`src/rtl/pcie_tx_cpl.sv`:
```
// pcie_tx_cpl: builds and transmits a PCIe completion TLP (Cpl or CplD) on
// the 64-bit TRN TX interface. It captures the request header, reads one DW
// from target memory, then sends a 2-beat, 3DW-header packet.
module pcie_tx_cpl (
    input  logic        clk,
    input  logic        rst,

    input  logic        req_compl_i,
    input  logic        req_compl_with_data_i,
    input  logic [2:0]  req_tc_i,
    input  logic        req_td_i,
    input  logic        req_ep_i,
    input  logic [1:0]  req_attr_i,
    input  logic [9:0]  req_len_i,
    input  logic [15:0] req_rid_i,
    input  logic [7:0]  req_tag_i,
    input  logic [3:0]  req_be_i,
    input  logic [12:0] req_addr_i,
    input  logic [15:0] completer_id_i,

    output logic [10:0] rd_addr_o,
    output logic [3:0]  rd_be_o,
    input  logic [31:0] rd_data_i,

    output logic [63:0] trn_td_o,
    output logic [7:0]  trn_trem_n_o,
    output logic        trn_tsof_n_o,
    output logic        trn_teof_n_o,
    output logic        trn_tsrc_rdy_n_o,
    output logic        trn_tsrc_dsc_n_o,
    input  logic        trn_tdst_rdy_n_i,

    output logic        compl_done_o
);

    typedef enum logic [1:0] {IDLE, RD_WAIT, HDR, LAST} state_t;

    state_t state, state_nxt;

    // Captured request fields
    logic        wd_q;
    logic [2:0]  tc_q;
    logic        td_q;
    logic        ep_q;
    logic [1:0]  attr_q;
    logic [9:0]  len_q;
    logic [15:0] rid_q;
    logic [7:0]  tag_q;
    logic [3:0]  be_q;
    logic [10:0] addr_q;
    logic [15:0] cid_q;
    logic [31:0] data_q;

    // Next values of the registered TRN outputs
    logic [63:0] td_nxt;
    logic [7:0]  trem_nxt;
    logic        sof_nxt;
    logic        eof_nxt;
    logic        rdy_nxt;
    logic        done_nxt;

    logic [11:0] byte_count;
    logic [1:0]  lower_lo;
    logic [31:0] dw0, dw1, dw2;

    // The byte address low bits are replaced by the BE-derived offset.
    logic unused_addr_lsb;
    assign unused_addr_lsb = ^req_addr_i[1:0];

    // State register
    always_ff @(posedge clk) begin
        if (rst) state <= IDLE;
        else     state <= state_nxt;
    end

    // Capture request fields in IDLE and the memory read word on RD_WAIT exit
    always_ff @(posedge clk) begin
        if (rst) begin
            wd_q   <= 1'b0;
            tc_q   <= '0;
            td_q   <= 1'b0;
            ep_q   <= 1'b0;
            attr_q <= '0;
            len_q  <= '0;
            rid_q  <= '0;
            tag_q  <= '0;
            be_q   <= '0;
            addr_q <= '0;
            cid_q  <= '0;
            data_q <= '0;
        end else begin
            if (state == IDLE && req_compl_i) begin
                wd_q   <= req_compl_with_data_i;
                tc_q   <= req_tc_i;
                td_q   <= req_td_i;
                ep_q   <= req_ep_i;
                attr_q <= req_attr_i;
                len_q  <= req_len_i;
                rid_q  <= req_rid_i;
                tag_q  <= req_tag_i;
                be_q   <= req_be_i;
                addr_q <= req_addr_i[12:2];
                cid_q  <= completer_id_i;
            end
            if (state == RD_WAIT)
                data_q <= rd_data_i;
        end
    end

    assign rd_addr_o = addr_q;
    assign rd_be_o   = be_q;

    // Byte count and low address bits from first-DW byte enables
    always_comb begin
        byte_count = 12'd1;
        casez (be_q)
            4'b1??1:                      byte_count = 12'd4;
            4'b01?1, 4'b1?10:             byte_count = 12'd3;
            4'b0011, 4'b0110, 4'b1100:    byte_count = 12'd2;
            default:                      byte_count = 12'd1;
        endcase
        lower_lo = 2'b00;
        casez (be_q)
            4'b???1: lower_lo = 2'b00;
            4'b??10: lower_lo = 2'b01;
            4'b?100: lower_lo = 2'b10;
            4'b1000: lower_lo = 2'b11;
            default: lower_lo = 2'b00;
        endcase
    end

    assign dw0 = {1'b0, (wd_q ? 2'b10 : 2'b00), 5'b01010, 1'b0, tc_q, 4'h0,
                  td_q, ep_q, attr_q, 2'b00, len_q};
    assign dw1 = {cid_q, 3'b000, 1'b0, byte_count};
    assign dw2 = {rid_q, tag_q, 1'b0, addr_q[4:0], lower_lo};

    // Next-state logic; outputs are decoded from the next state so that they
    // can be registered and still line up with the state they belong to.
    always_comb begin
        state_nxt = state;
        td_nxt    = '0;
        trem_nxt  = '1;
        sof_nxt   = 1'b1;
        eof_nxt   = 1'b1;
        rdy_nxt   = 1'b1;
        done_nxt  = 1'b0;

        case (state)
            IDLE:    if (req_compl_i) state_nxt = RD_WAIT;
            RD_WAIT: state_nxt = HDR;
            HDR:     if (!trn_tdst_rdy_n_i) state_nxt = LAST;
            LAST: begin
                if (!trn_tdst_rdy_n_i) begin
                    state_nxt = IDLE;
                    done_nxt  = 1'b1;
                end
            end
            default: state_nxt = IDLE;
        endcase

        case (state_nxt)
            HDR: begin
                td_nxt   = {dw0, dw1};
                trem_nxt = 8'h00;
                sof_nxt  = 1'b0;
                rdy_nxt  = 1'b0;
            end
            LAST: begin
                td_nxt   = {dw2, (wd_q ? data_q : 32'h0)};
                trem_nxt = wd_q ? 8'h00 : 8'h0F;
                eof_nxt  = 1'b0;
                rdy_nxt  = 1'b0;
            end
            default: ;
        endcase
    end

    // Registered TRN outputs and completion pulse
    always_ff @(posedge clk) begin
        if (rst) begin
            trn_td_o         <= '0;
            trn_trem_n_o     <= '1;
            trn_tsof_n_o     <= 1'b1;
            trn_teof_n_o     <= 1'b1;
            trn_tsrc_rdy_n_o <= 1'b1;
            compl_done_o     <= 1'b0;
        end else begin
            trn_td_o         <= td_nxt;
            trn_trem_n_o     <= trem_nxt;
            trn_tsof_n_o     <= sof_nxt;
            trn_teof_n_o     <= eof_nxt;
            trn_tsrc_rdy_n_o <= rdy_nxt;
            compl_done_o     <= done_nxt;
        end
    end

    assign trn_tsrc_dsc_n_o = 1'b1;

endmodule

```
`config.mk`:
```
export PLATFORM = sky130hd
export DESIGN_NAME = pcie_tx_cpl
export DESIGN_NICKNAME = d
export VERILOG_FILES = /design/src/rtl/pcie_tx_cpl.sv
export SDC_FILE = /design/constraint.sdc
export NUM_CORES = 1
export LEC_CHECK = 0
export CORE_ASPECT_RATIO = 0.9
export CORE_MARGIN = 3
export CORE_UTILIZATION = 48
export CTS_CLUSTER_DIAMETER = 50
export DETAILED_ROUTE_END_ITERATION = 10
export GPL_TIMING_DRIVEN = 1
export PLACE_DENSITY = 0.81
export SETUP_SLACK_MARGIN = 0.05
export SYNTH_ARGS = -nofsm -noshare
export SYNTH_HDL_FRONTEND = slang
export SYNTH_SLANG_ARGS = --single-unit
```
`constraint.sdc`:
```
create_clock -name clk -period 2.66 [get_ports clk]
set_input_delay 0.532 -clock clk [delete_from_list [all_inputs] [get_ports clk]]
set_output_delay 0.532 -clock clk [all_outputs]
set_load 0.01 [all_outputs]
```
# Word level (Yosys, flattened, before mapping)

Cells that the tools add are included.

Logic and storage cells: 55
Flip-flop bits (word level): 183
Output and inout bits: 92
Bits of input ports: 111

Equal/unequal tests: 14
Reductions and logical operators: 6
Mux-type cells: 15
Bitwise operators: 1

Operators with widths:

| operator                                      | count |
|---|---|
| one-hot mux 64 bit (2 select lines)           | 1 |
| 2-to-1 mux 32 bit                             | 1 |
| one-hot mux 8 bit (2 select lines)            | 1 |
| == test 2 bit, second input constant          | 6 |
| one-hot mux 3 bit (3 select lines)            | 1 |
| == test 4 bit, second input constant          | 2 |
| 2-to-1 mux 2 bit                              | 4 |
| one-hot mux 2 bit (4 select lines)            | 1 |
| == test 3 bit, second input constant          | 2 |
| one-hot mux 2 bit (3 select lines)            | 1 |
| OR reduction 2 bit                            | 3 |
| == test 4 x 2 -> 1 bit, second input constant | 1 |
| == test 4 x 3 -> 1 bit, second input constant | 1 |
| 2-to-1 mux 1 bit                              | 4 |
| 2-to-1 mux 4 bit                              | 1 |
| == test 3 x 2 -> 1 bit, second input constant | 1 |
| OR reduction 3 bit                            | 1 |
| == test 2 x 1 -> 1 bit, second input constant | 1 |
| logical NOT 2 bit                             | 1 |
| logical AND 1 bit                             | 1 |
| inverter 1 bit                                | 1 |

# Depth between registers and ports, before layout

Depth in word-level cells: 5
Depth in mapped cells: 6

# Worst setup path before layout

OpenSTA, ideal clock, no wires.

Path kind: input -> register
Start point: input port trn_tdst_rdy_n_i
End point: register trn_td_o[1]
Data required time: 2.598 ns
Setup time: 0.062 ns
Stages: 4
Buffers on the path: 1
Data arrival time: 1.633 ns
Path slack: 0.965 ns
Path through: xnor2_1 a2111oi_4 buf_6 a32o_1

Cells in the longest elaborated chain, start to end: 4

Ends and longest elaborated chain:

| what                                       | line     | RTL |
|---|---|---|
| start: declaration                         | 31       | `input logic trn_tdst_rdy_n_i,` |
| 2-to-1 mux 2 bit, on equally long branches | 153, 151 |  |
| one-hot mux 2 bit (4 select lines) (*)     | 148      | `case (state)` |
| == test 2 bit                              | 161      | `case (state_nxt)` |
| one-hot mux 64 bit (2 select lines) (*)    | 161      |  |
| end signal: assignment                     | 188      | `trn_td_o <= td_nxt;` |
| end: declaration                           | 25       | `output logic [63:0] trn_td_o,` |

Every way passes the cells marked *; elsewhere a longest branch is shown, timed or not.
A chain may end at the register's enable or synchronous reset.

# Worst setup path in the final report

Start point: register be_q[3], in the netlist rd_be_o[3]
End point: output port rd_be_o[3]

RTL lines:

| what                     | line | RTL |
|---|---|---|
| start: declaration       | 49   | `logic [3:0] be_q;` |
| start signal: assignment | 101  | `be_q <= req_be_i;` |
| end: declaration         | 22   | `output logic [3:0] rd_be_o,` |

No word-level cell between the ends.

==> implementation parameters <==
Parameter                              Value

Clock network
  Max Buffers Root-to-Sink    2
  Cts bufs inserted    17
  Maximum level of the CTS H-tree    4
  Clock insertion delay at the later pin of the skew report    0.41 ns
  Sinks on Clock Net    176
  Total of cells resized after clock tree synthesis    0
  Clock transition at the register clock pins on the worst setup and hold paths after CTS    0.06 ns
  Setup fix buffers added after clock tree synthesis    0
  CTS root buffer    sky130_fd_sc_hd__clkbuf_16
  Cts-stage hold buffer count    0
  Clock tree from TritonCTS    built

STA
  Setup repair after global routing missed its margin    false
  Max transition margin    0.560
  Fin. max-slew vios    0
  Final worst path period need    2.07 ns
  TNS Setup    0 ns
  Final Hold Violating Endpoints    0
  Skew final    0.00414 ns
  Maximum operating frequency    0.484 GHz
  Final setup violation count    0
  Portion of the clock cycle consumed by the worst path in the final layout    0.777
  Least-Margin Pin Slew    0.661 ns

Critical path
  CP cell instances    clkdlybuf4s50_1
  Launch point of the critical path    rd_be_o[3]
  Delay of the slowest cell on the worst path    0.61 ns
  Crit path launch type    register
  Worst Setup End Kind    primary output
  Worst Reg2Reg Path Length in Cells    4
  Crit path to    rd_be_o[3]
  Origin of the critical flop-to-flop path    state[1]
  Worst Setup Path Type    reg2out
  Setup slack of the worst register-to-register path    0.78 ns
  Gate family responsible for the most delay along the worst path    buffers and inverters
  Bufs and invs on worst path    1
  Worst EP required    2.13 ns
  Number of cells on the critical path    1
  Worst flop-to-flop path endpoint    trn_td_o[0]
  Slowest cell on the critical path    sky130_fd_sc_hd__clkdlybuf4s50_1
  WP data arrival    1.53 ns
  Maximum fanout count along the critical path    9

Power
  Worst vdd ir    0.441 mV
  Proportion of power drawn by flip-flops and latches    0.497
  Leakage power    0.00316 µW
  Ratio of total power to cell area    685 mW/mm²
  Sw frac    0.234
  Comb pwr share    0.121
  Fraction of power consumed by the clock network    0.382
  Internal power    4410 µW
  Switching pwr    1350 µW

Place
  Global placer's final weighted congestion    0.760
  Post-DP HPWL    9900 µm
  Port bufs    199
  Placed Cells    957

Drt
  DRC violations left    0
  Routed Wire Length    15200 µm
  Detailed-route via count    4967
  Count of antenna-violating nets left after detailed routing    0
  Initial detailed-routing violation count    494
  Initial DRT Pass Iterations    4
  Routed length per placed instance    15.4 µm
  Vias per cell    5.03

Worst hold path
  Hold crit path type    reg2reg

GRT
  Maximum number of pins on one net before global-route repair    63
  Number of antenna violations at the first check in global routing    0
  Global-route wire length before repair    24100 µm
  Global router's overall resource usage    0.226
  Via count of the first global-routing pass    4857
  GRT Residual Overflow    0

Finish
  Commonest cells after routing, fill and taps aside    sky130_fd_sc_hd__nand2_1, sky130_fd_sc_hd__clkdlybuf4s50_1, sky130_fd_sc_hd__dfxtp_1
  Fillers    886
  Number of antenna diodes    0
  Non-filler instance count after layout    988
  Commonest non-fill, non-tap cell in the layout    sky130_fd_sc_hd__nand2_1
  Area delta synth->final    44.3%
  Number of nets in the final layout    931
  Fraction of layout instances using a drive strength above 1    0.0553

Synthesis
  Mapped Area    0.00583 mm²
  Distinct cells, synth    32
  Synthesized flop and latch total    176
  Synth Instances    645
  Number of synthesis warnings    0
  Post-Synthesis Net Count    756
  Share of the yosys chip area belonging to registers    0.605
  Average cell area after synthesis    9.04 µm²

Run
  Max-cap violation count    0

Floorplanning
  Placeable Area    0.0117 mm²
  Die Span Y    111 µm
  Horizontal die dimension    122 µm
  Effective utilization at floorplan    0.500
  Die area    0.0135 mm²
  # IOs    203
  Num rows    37

Run status
  Outcome    finished clean
per-layer routing:
layer / global-route usage / vias up / wire (µm)
li1: - / 2455 / -
met2: 0.394 / 170 / 7870
met3: 0.0589 / 18 / 920
met4: 0.0888 / 0 / 293
met5: 0 / - / 0
met1: 0.261 / 2324 / 6090
cell type report:
class | count | area (µm²) | area share
Tap cell | 156 | 195 | 0.0232
Clock inverter | 7 | 35.0 | 0.00417
Sequential cell | 176 | 3520 | 0.419
Inverter | 5 | 18.8 | 0.00223
Timing Repair Buffer | 209 | 2100 | 0.250
Clock buffer | 24 | 492 | 0.0585
Multi-Input combinational cell | 411 | 2040 | 0.243
worst min-delay path by stage:
stage / from / end / slack, ns / depth (start not counted)
2_1_floorplan: data_q[10] / trn_td_o[10] / 0.43 / 1
3_3_place_gp: data_q[12] / trn_td_o[12] / 0.44 / 1
3_5_place_dp: data_q[5] / trn_td_o[5] / 0.44 / 1
4_1_cts: rid_q[1] / rid_q[1] / 0.45 / 2
5_1_grt: len_q[7] / trn_td_o[39] / 0.47 / 1
6_report: rid_q[13] / trn_td_o[61] / 0.45 / 1
per-stage QoR:
stage                util  power [µW]  cell area (µm²)  hold WS, ns  setup slack (ns)
CTS                 0.721        5810             8410        0.450             0.569
global route        0.721        6000             8410        0.466             0.516
global placement    0.676        3590             7880        0.435             0.384
floorplan               -        3250             5830        0.430             0.965
detailed placement  0.676        3610             7880        0.437             0.370
finish              0.721        5760             8410        0.450             0.594
synthesized netlist by cell type:
cell,count,area (µm²)
sky130_fd_sc_hd__nand2_1,211,792
sky130_fd_sc_hd__dfxtp_1,176,3520
sky130_fd_sc_hd__a21oi_1,109,546
sky130_fd_sc_hd__clkbuf_1,39,146
sky130_fd_sc_hd__a22o_1,31,272
sky130_fd_sc_hd__and2_1,26,163
sky130_fd_sc_hd__buf_4,9,67.6
sky130_fd_sc_hd__inv_1,5,18.8
sky130_fd_sc_hd__buf_6,3,33.8
sky130_fd_sc_hd__nand2b_1,3,18.8
sky130_fd_sc_hd__nor2_1,3,11.3
sky130_fd_sc_hd__o21ai_0,3,15.0
sky130_fd_sc_hd__a21boi_0,2,15.0
sky130_fd_sc_hd__a32o_1,2,20.0
sky130_fd_sc_hd__and3b_1,2,17.5
sky130_fd_sc_hd__nor2b_1,2,12.5
sky130_fd_sc_hd__nor3_1,2,10.0
sky130_fd_sc_hd__nor3b_1,2,15.0
sky130_fd_sc_hd__o21a_1,2,15.0
sky130_fd_sc_hd__a2111oi_4,1,27.5
sky130_fd_sc_hd__a211o_1,1,8.76
sky130_fd_sc_hd__a2bb2o_1,1,10.0
sky130_fd_sc_hd__buf_1,1,3.75
sky130_fd_sc_hd__buf_2,1,5.00
sky130_fd_sc_hd__conb_1,1,3.75
sky130_fd_sc_hd__nand4_1,1,6.26
sky130_fd_sc_hd__o2111ai_1,1,8.76
sky130_fd_sc_hd__o21ba_2,1,10.0
sky130_fd_sc_hd__o22ai_1,1,6.26
sky130_fd_sc_hd__or3b_2,1,8.76
sky130_fd_sc_hd__xnor2_1,1,8.76
sky130_fd_sc_hd__xor2_1,1,8.76
registers in the layout, summed over array words and instances, names as in the netlist, 2 cells and up:
name / cells
data_q: 32
trn_td_o: 64
trn_trem_n_o: 2
attr_q: 2
tag_q: 8
tc_q: 3
rd_be_o: 4
rd_addr_o: 11
rid_q: 16
len_q: 10
cid_q: 16
state: 2
power groups by stage:
stage               clock network [µW]  registers [µW]  logic (µW)
floorplan                            0            2910         338
global placement                     0            2910         681
detailed placement                   0            2920         696
CTS                               2240            2860         704
global route                      2360            2880         767
finish                            2200            2860         698
kinds of logic after synthesis:
logic type / count (synthesis) / synth area share
AOI/OAI and AO/OA: 155 / 0.164
xor gates and xnor gates: 2 / 0.00301
buffers and inverters: 58 / 0.0472
DFF: 176 / 0.605
other: 1 / 0.000643
and+or+nand+nor: 253 / 0.181
No activity file was read; power rests on OpenSTA's default activity.
